<file path="config.mk">
export PLATFORM = sky130hd
export DESIGN_NAME = riscv_imem_prefetch
export DESIGN_NICKNAME = d
export VERILOG_FILES = /design/src/rtl/riscv_imem_prefetch_pkg.sv /design/src/rtl/riscv_sync_fifo.sv /design/src/rtl/riscv_imem_prefetch.sv
export SDC_FILE = /design/constraint.sdc
export NUM_CORES = 1
export LEC_CHECK = 0
export BUFFER_PORTS_ARGS = -buffer_cell sky130_fd_sc_hd__buf_2
export CORE_UTILIZATION = 43
export CTS_BUF_LIST = sky130_fd_sc_hd__clkbuf_4 sky130_fd_sc_hd__clkbuf_8 sky130_fd_sc_hd__clkbuf_16
export CTS_CLUSTER_SIZE = 28
export DETAILED_ROUTE_END_ITERATION = 8
export GPL_ROUTABILITY_DRIVEN = 0
export PLACE_DENSITY_LB_ADDON = 0.15
export SLEW_MARGIN = 20
export SYNTH_ARGS = -nofsm -noshare
export SYNTH_HDL_FRONTEND = slang
export SYNTH_HIERARCHICAL = 1
export SYNTH_SLANG_ARGS = --single-unit
</file>
<file path="constraint.sdc">
create_clock -name i_clk -period 6.6 [get_ports i_clk]
set_input_delay 0.33 -clock i_clk [delete_from_list [all_inputs] [get_ports i_clk]]
set_output_delay 0.33 -clock i_clk [all_outputs]
set_load 0.02 [all_outputs]
</file>
<file path="src/rtl/riscv_imem_prefetch_pkg.sv">
// -----------------------------------------------------------------------------
// riscv_imem_prefetch_pkg
//   Shared configuration and types for the instruction prefetch buffer.
//   The shared configuration macros are:
//     `XLEN        - machine word width (RV32I: 32)
//     `RV_RESET_PC - default first fetch address after reset
//   Package contents:
//     fetch_entry_t - one buffered {pc, instr} pair
//     ENTRY_W       - width of fetch_entry_t in bits
//     word_align()  - clears address bits [1:0]
// -----------------------------------------------------------------------------
`ifndef RISCV_CONFIGS_DEFINED
`define RISCV_CONFIGS_DEFINED
`define XLEN 32
`define RV_RESET_PC 32'h0000_0000
`endif

package riscv_imem_prefetch_pkg;

   typedef struct packed {
      logic [`XLEN-1:0] pc;
      logic [`XLEN-1:0] instr;
   } fetch_entry_t;

   localparam int unsigned ENTRY_W = $bits(fetch_entry_t);

   function automatic logic [`XLEN-1:0] word_align(input logic [`XLEN-1:0] addr);
      return {addr[`XLEN-1:2], 2'b00};
   endfunction

endpackage

</file>
<file path="src/rtl/riscv_sync_fifo.sv">
// -----------------------------------------------------------------------------
// riscv_sync_fifo
//   Single-clock FIFO with a registered storage array and a head read port
//   that shows the oldest entry without popping it.
//   Parameters:
//     WIDTH - entry width in bits
//     DEPTH - number of entries (power of two, >= 2)
//   Ports:
//     clk   in   clock
//     flush in   synchronous clear; wins over push and pop (also used as reset)
//     push  in   write data into the tail
//     data  in   WIDTH  entry written on push
//     pop   in   remove the head entry
//     full  out  count == DEPTH
//     empty out  count == 0
//     count out  occupancy, 0..DEPTH
//     head  out  WIDTH  oldest entry (stale contents when empty)
// -----------------------------------------------------------------------------
module riscv_sync_fifo #(
   parameter int unsigned WIDTH = 64,
   parameter int unsigned DEPTH = 4
) (
   input  logic                       clk,
   input  logic                       flush,
   input  logic                       push,
   input  logic [WIDTH-1:0]           data,
   input  logic                       pop,
   output logic                       full,
   output logic                       empty,
   output logic [$clog2(DEPTH):0]     count,
   output logic [WIDTH-1:0]           head
);

   localparam int unsigned PTR_W = $clog2(DEPTH);
   localparam logic [PTR_W:0] DEPTH_C = (PTR_W+1)'(DEPTH);

   logic [PTR_W-1:0] rd_ptr;
   logic [PTR_W-1:0] wr_ptr;
   logic [PTR_W:0]   cnt;
   logic [WIDTH-1:0] mem [DEPTH];

   // Pointers wrap naturally because DEPTH is a power of two.
   // NOTE: state registers use non-blocking assignments so every flop samples
   // pre-edge values regardless of process ordering in simulation.
   always_ff @(posedge clk) begin
      if (flush) begin
         rd_ptr <= '0;
         wr_ptr <= '0;
         cnt    <= '0;
      end else begin
         if (push) wr_ptr <= wr_ptr + PTR_W'(1);
         if (pop)  rd_ptr <= rd_ptr + PTR_W'(1);
         case ({push, pop})
            2'b10:   cnt <= cnt + (PTR_W+1)'(1);
            2'b01:   cnt <= cnt - (PTR_W+1)'(1);
            default: cnt <= cnt;
         endcase
      end
   end

   // NOTE: the storage array has no reset; occupancy tracking guarantees an
   // entry is never read before it is written, so clearing it buys nothing.
   always_ff @(posedge clk) begin
      if (push && !flush) mem[wr_ptr] <= data;
   end

   assign head  = mem[rd_ptr];
   assign count = cnt;
   assign full  = (cnt == DEPTH_C);
   assign empty = (cnt == '0);

endmodule

</file>
<file path="src/rtl/riscv_imem_prefetch.sv">
// -----------------------------------------------------------------------------
// riscv_imem_prefetch
//   Prefetch buffer between the RV32I fetch stage and a synchronous-read
//   instruction memory. Issues sequential word fetches ahead of the core,
//   buffers {pc, instr} pairs and hands them over with valid/ready. A redirect
//   flushes buffered and in-flight words and restarts at the new PC.
//   Configuration macro:
//     PREFETCH_BYPASS_EN - when defined, a response arriving at an empty
//                          buffer is presented combinationally that cycle.
//   Parameters: DEPTH (power of two, >= 2; >= 3 for full throughput), RESET_PC
//   Ports:
//     i_clk, i_rst          clock, synchronous active-high reset
//     o_imem_req/addr       fetch request and word-aligned address
//     i_imem_gnt            memory accepts the request this cycle
//     i_imem_rd_data        read data, one cycle after acceptance
//     o_fetch_valid/pc/instr head entry presented to the core
//     i_fetch_ready         core consumes the head entry
//     i_redirect/_pc        flush and restart fetch at i_redirect_pc
// -----------------------------------------------------------------------------
module riscv_imem_prefetch
   import riscv_imem_prefetch_pkg::*;
#(
   parameter int unsigned       DEPTH    = 4,
   parameter logic [`XLEN-1:0]  RESET_PC = `RV_RESET_PC
) (
   input  logic               i_clk,
   input  logic               i_rst,
   output logic               o_imem_req,
   output logic [`XLEN-1:0]   o_imem_addr,
   input  logic               i_imem_gnt,
   input  logic [`XLEN-1:0]   i_imem_rd_data,
   output logic               o_fetch_valid,
   output logic [`XLEN-1:0]   o_fetch_pc,
   output logic [`XLEN-1:0]   o_fetch_instr,
   input  logic               i_fetch_ready,
   input  logic               i_redirect,
   input  logic [`XLEN-1:0]   i_redirect_pc
);

   localparam int unsigned CNT_W   = $clog2(DEPTH) + 1;
   localparam logic [CNT_W:0] DEPTH_C = (CNT_W+1)'(DEPTH);

   logic [`XLEN-1:0] fa;          // next fetch address
   logic [`XLEN-1:0] rsp_pc;      // address of the word currently in flight
   logic             inf;         // a response arrives this cycle
   fetch_entry_t     last;        // last presented entry, shown while empty

   logic             kill;
   logic             accept;
   logic             rsp_arrive;
   logic [CNT_W:0]   occ;
   logic             push;
   logic             pop;
   fetch_entry_t     push_entry;
   fetch_entry_t     head;
   fetch_entry_t     shown;
   logic             fifo_full;
   logic             fifo_empty;
   logic [CNT_W-1:0] fifo_count;

   // Reset behaves as a redirect to RESET_PC plus an output clear.
   assign kill       = i_rst | i_redirect;

   // Buffered plus in-flight words bound the outstanding requests, so a
   // response always has a free slot to land in.
   assign occ         = {1'b0, fifo_count} + {{CNT_W{1'b0}}, inf};
   assign o_imem_req  = !kill && (occ < DEPTH_C);
   assign o_imem_addr = fa;
   assign accept      = o_imem_req & i_imem_gnt;

   // A response landing in a redirect/reset cycle belongs to the old stream.
   assign rsp_arrive  = inf & !kill;
   assign push_entry  = '{pc: rsp_pc, instr: i_imem_rd_data};
   assign pop         = !fifo_empty & i_fetch_ready & !kill;

`ifdef PREFETCH_BYPASS_EN
   logic bypass_hit;
   assign bypass_hit    = fifo_empty & rsp_arrive;
   assign o_fetch_valid = !fifo_empty | bypass_hit;
   assign shown         = !fifo_empty ? head : (bypass_hit ? push_entry : last);
   // A bypassed word the core takes immediately is never stored.
   assign push          = rsp_arrive & !(bypass_hit & i_fetch_ready);
`else
   assign o_fetch_valid = !fifo_empty;
   assign shown         = !fifo_empty ? head : last;
   assign push          = rsp_arrive;
`endif

   assign o_fetch_pc    = shown.pc;
   assign o_fetch_instr = shown.instr;

   always_ff @(posedge i_clk) begin
      if (i_rst) begin
         fa     <= RESET_PC;
         rsp_pc <= '0;
         inf    <= 1'b0;
         last   <= '0;
      end else begin
         if (i_redirect)  fa <= word_align(i_redirect_pc);
         else if (accept) fa <= fa + `XLEN'(4);
         if (accept)      rsp_pc <= fa;
         inf <= accept;
         if (o_fetch_valid) last <= shown;
      end
   end

   riscv_sync_fifo #(
      .WIDTH (ENTRY_W),
      .DEPTH (DEPTH)
   ) u_fifo (
      .clk   (i_clk),
      .flush (kill),
      .push  (push),
      .data  (push_entry),
      .pop   (pop),
      .full  (fifo_full),
      .empty (fifo_empty),
      .count (fifo_count),
      .head  (head)
   );

   // The occupancy bound on requests makes push-on-full impossible.
   a_no_push_on_full: assert property (@(posedge i_clk) disable iff (i_rst)
      !(push && fifo_full));

endmodule

</file>
==> impl_results.md <==
* Placed Instance Area at 0.0162 mm²
* Max Cap Viol at 0
* Proportion of layout cells with a drive suffix above 1 at 0.334
* Final Hold Viols at 0
* 1st-iter DRT viols at 454
* Total GRT Usage at 0.173
* Average vias per placed instance at 5.16
* Worst IR Drop VDD at 0.184 mV
* Slew HR at 0.285
* Critical path class: reg2out
* Worst hold path endpoint: o_imem_addr[22]
* Fillcell total at 2954
* Die area at 0.0357 mm²
* Width of the die at 189 µm
* Syn Area/Cell at 15.8 µm²
* Routed via count at 8350
* Slew @ Worst Pin at 1.06 ns
* Critical Path Fanout Max at 34
* Vias in the first global route at 8323
* Final nets at 1204
* # IOs at 167
* Global-route wire length before repair at 47900 µm
* PortBufs at 162
* Remaining DRCs at 0
* Non-filler cells, final at 1617
* Critical Path AT at 3.16 ns
* Post-CTS setup buffer count at 0
* CTS tree: done
* Antenna cells at 0
* Synth Instances at 955
* Max clock buf depth at 3
* RSZ-0062 raised after global routing: false
* Final Instance Area at 0.0177 mm²
* Setup Total Neg Slack at 0 ns
* Antenna viol nets, final at 0
* P_leak at 0.00636 µW
* Root buffer cell: clkbuf_16
* DP HPWL at 17600 µm
* Grt total ovfl at 0
* FF-to-FF End: last[63]
* Clock Skew at 0.0125 ns
* Multi-input gate area at 0.00432 mm²
* Hold path cells at 3
* Storage cell area at 0.0104 mm²
* Dpl cells at 1535
* Worst skew pair latency at 0.53 ns
* H-tree depth at 2
* Area delta synth->final at 17.5%
* Row count at 68
* Register-to-Register Path Depth at 4
* # clock sinks at 390
* Final Setup Violations at 0
* Clock transition at the registers of the reported paths at 0.06 ns
* Crit path launch type: register
* Wire length per cell at 18.9 µm
* Status: finished, final reports clean
* Crit path required time at 6.27 ns
* Hold path start: i_redirect_pc[22]
* Hold Path Class: in2reg
* Fin. max-slew vios at 0
* Largest net degree at the start of global routing at 72
* Core footprint at 0.0345 mm²
* Initial antenna violation count at 0
* FMAX at 287 MHz
* Num CTS Buffers at 42
* Shortest period the worst path allows at 3.49 ns
* Reg2reg setup slack at 3.87 ns
* TritonRoute pass-1 iters at 4
* Synthesized area at 0.0150 mm²
* Synth warn at 6
* Setup crit end kind: output port
* Die Y at 189 µm
* Power density over cell area at 288 mW/mm²
* Tcrit/Tclk final at 0.529
* Detailed Route WL at 30600 µm
* Initial core utilization at 0.437
-- flip-flops by register name, summed over array words and instances, names as in the netlist, named ones only --
name,count
rsp_pc,30
u_fifo/rd_ptr,2
o_imem_addr,30
u_fifo/mem,256
u_fifo/count,3
inf,1
u_fifo/wr_ptr,2
last,64
-- routing by layer --
metal	track usage	wire, µm	share of wire	vias to the layer above
met5	0	0	0	-
met4	0.0440	542	0.018	0
met3	0.0319	1580	0.052	47
met2	0.282	14400	0.47	223
met1	0.239	14000	0.46	4135
li1	-	-	-	3945
-- worst max-delay path by stage --
stage / start / end / slack (ns) / cells after the start
floorplan: i_rst / u_fifo/mem[0][0] / 3.36 / 7
global placement: i_redirect / u_fifo/mem[0][26] / 3.40 / 7
detailed placement: i_redirect / u_fifo/mem[1][26] / 3.41 / 7
CTS: register / o_fetch_pc[31] / 2.96 / 4
global route: register / o_fetch_pc[31] / 2.85 / 4
finish: register / o_fetch_pc[31] / 3.11 / 4
-- area by class of cell --
cell class,instances,share of cell area
multi-input combinational,501,0.244
sequential,390,0.587
tap,455,0.0322
clock inverter,15,0.00581
timing repair buffer,178,0.0534
clock buffer,63,0.0738
inverter,15,0.00319
-- cell usage in the layout (no fill, tap or decap), drive strengths merged, types with 2 or more instances in the layout --
cell type / n
a211oi: 5
a21oi: 47
a22oi: 2
a31oi: 15
a41oi: 2
and2: 9
and3: 4
and4: 2
buf: 174
clkbuf: 63
clkinv: 12
conb: 10
dfxtp: 134
dlygate4sd3: 4
edfxtp: 256
ha: 6
inv: 16
mux2: 67
mux4: 64
nand2: 89
nand3: 10
nand4: 13
nand4b: 2
nor2: 32
nor2b: 64
nor3: 4
nor4: 3
o211ai: 2
o21ai: 11
o22ai: 3
o311ai: 3
or3: 3
xnor2: 6
xor2: 9
-- through the flow --
stage / util / hold slack [ns] / worst slack, ns / power [µW]
2_1_floorplan: - / 0.429 / 3.36 / 2760
4_1_cts: 0.513 / 0.0000850 / 2.96 / 5150
5_1_grt: 0.513 / 0.00328 / 2.85 / 5260
3_5_place_dp: 0.471 / 0.491 / 3.41 / 2820
3_3_place_gp: 0.471 / 0.480 / 3.40 / 2820
6_report: 0.513 / 0.0207 / 3.11 / 5090
-- where the power goes --
| group | switching [µW] | total, µW | internal (µW) |
|---|---|---|---|
| sequential | 25.5 | 2630 | 2610 |
| combinational | 86.7 | 136 | 49.7 |
| clock | 912 | 2320 | 1410 |
| total | 1020 | 5090 | 4060 |
-- worst max-delay path: stages (launching register included) --
cell and delay [ns]:
dfxtp_4 0.82, buf_4 0.67, mux4_1 0.63, mux2_2 0.28, buf_2 0.17
-- repair_timing --
item / in CTS / in global routing
hold buffers: 4 / 0
hold endpoints to repair: 16 / 0
gates resized for setup: 0 / 0
No activity file was read; power rests on OpenSTA's default activity.
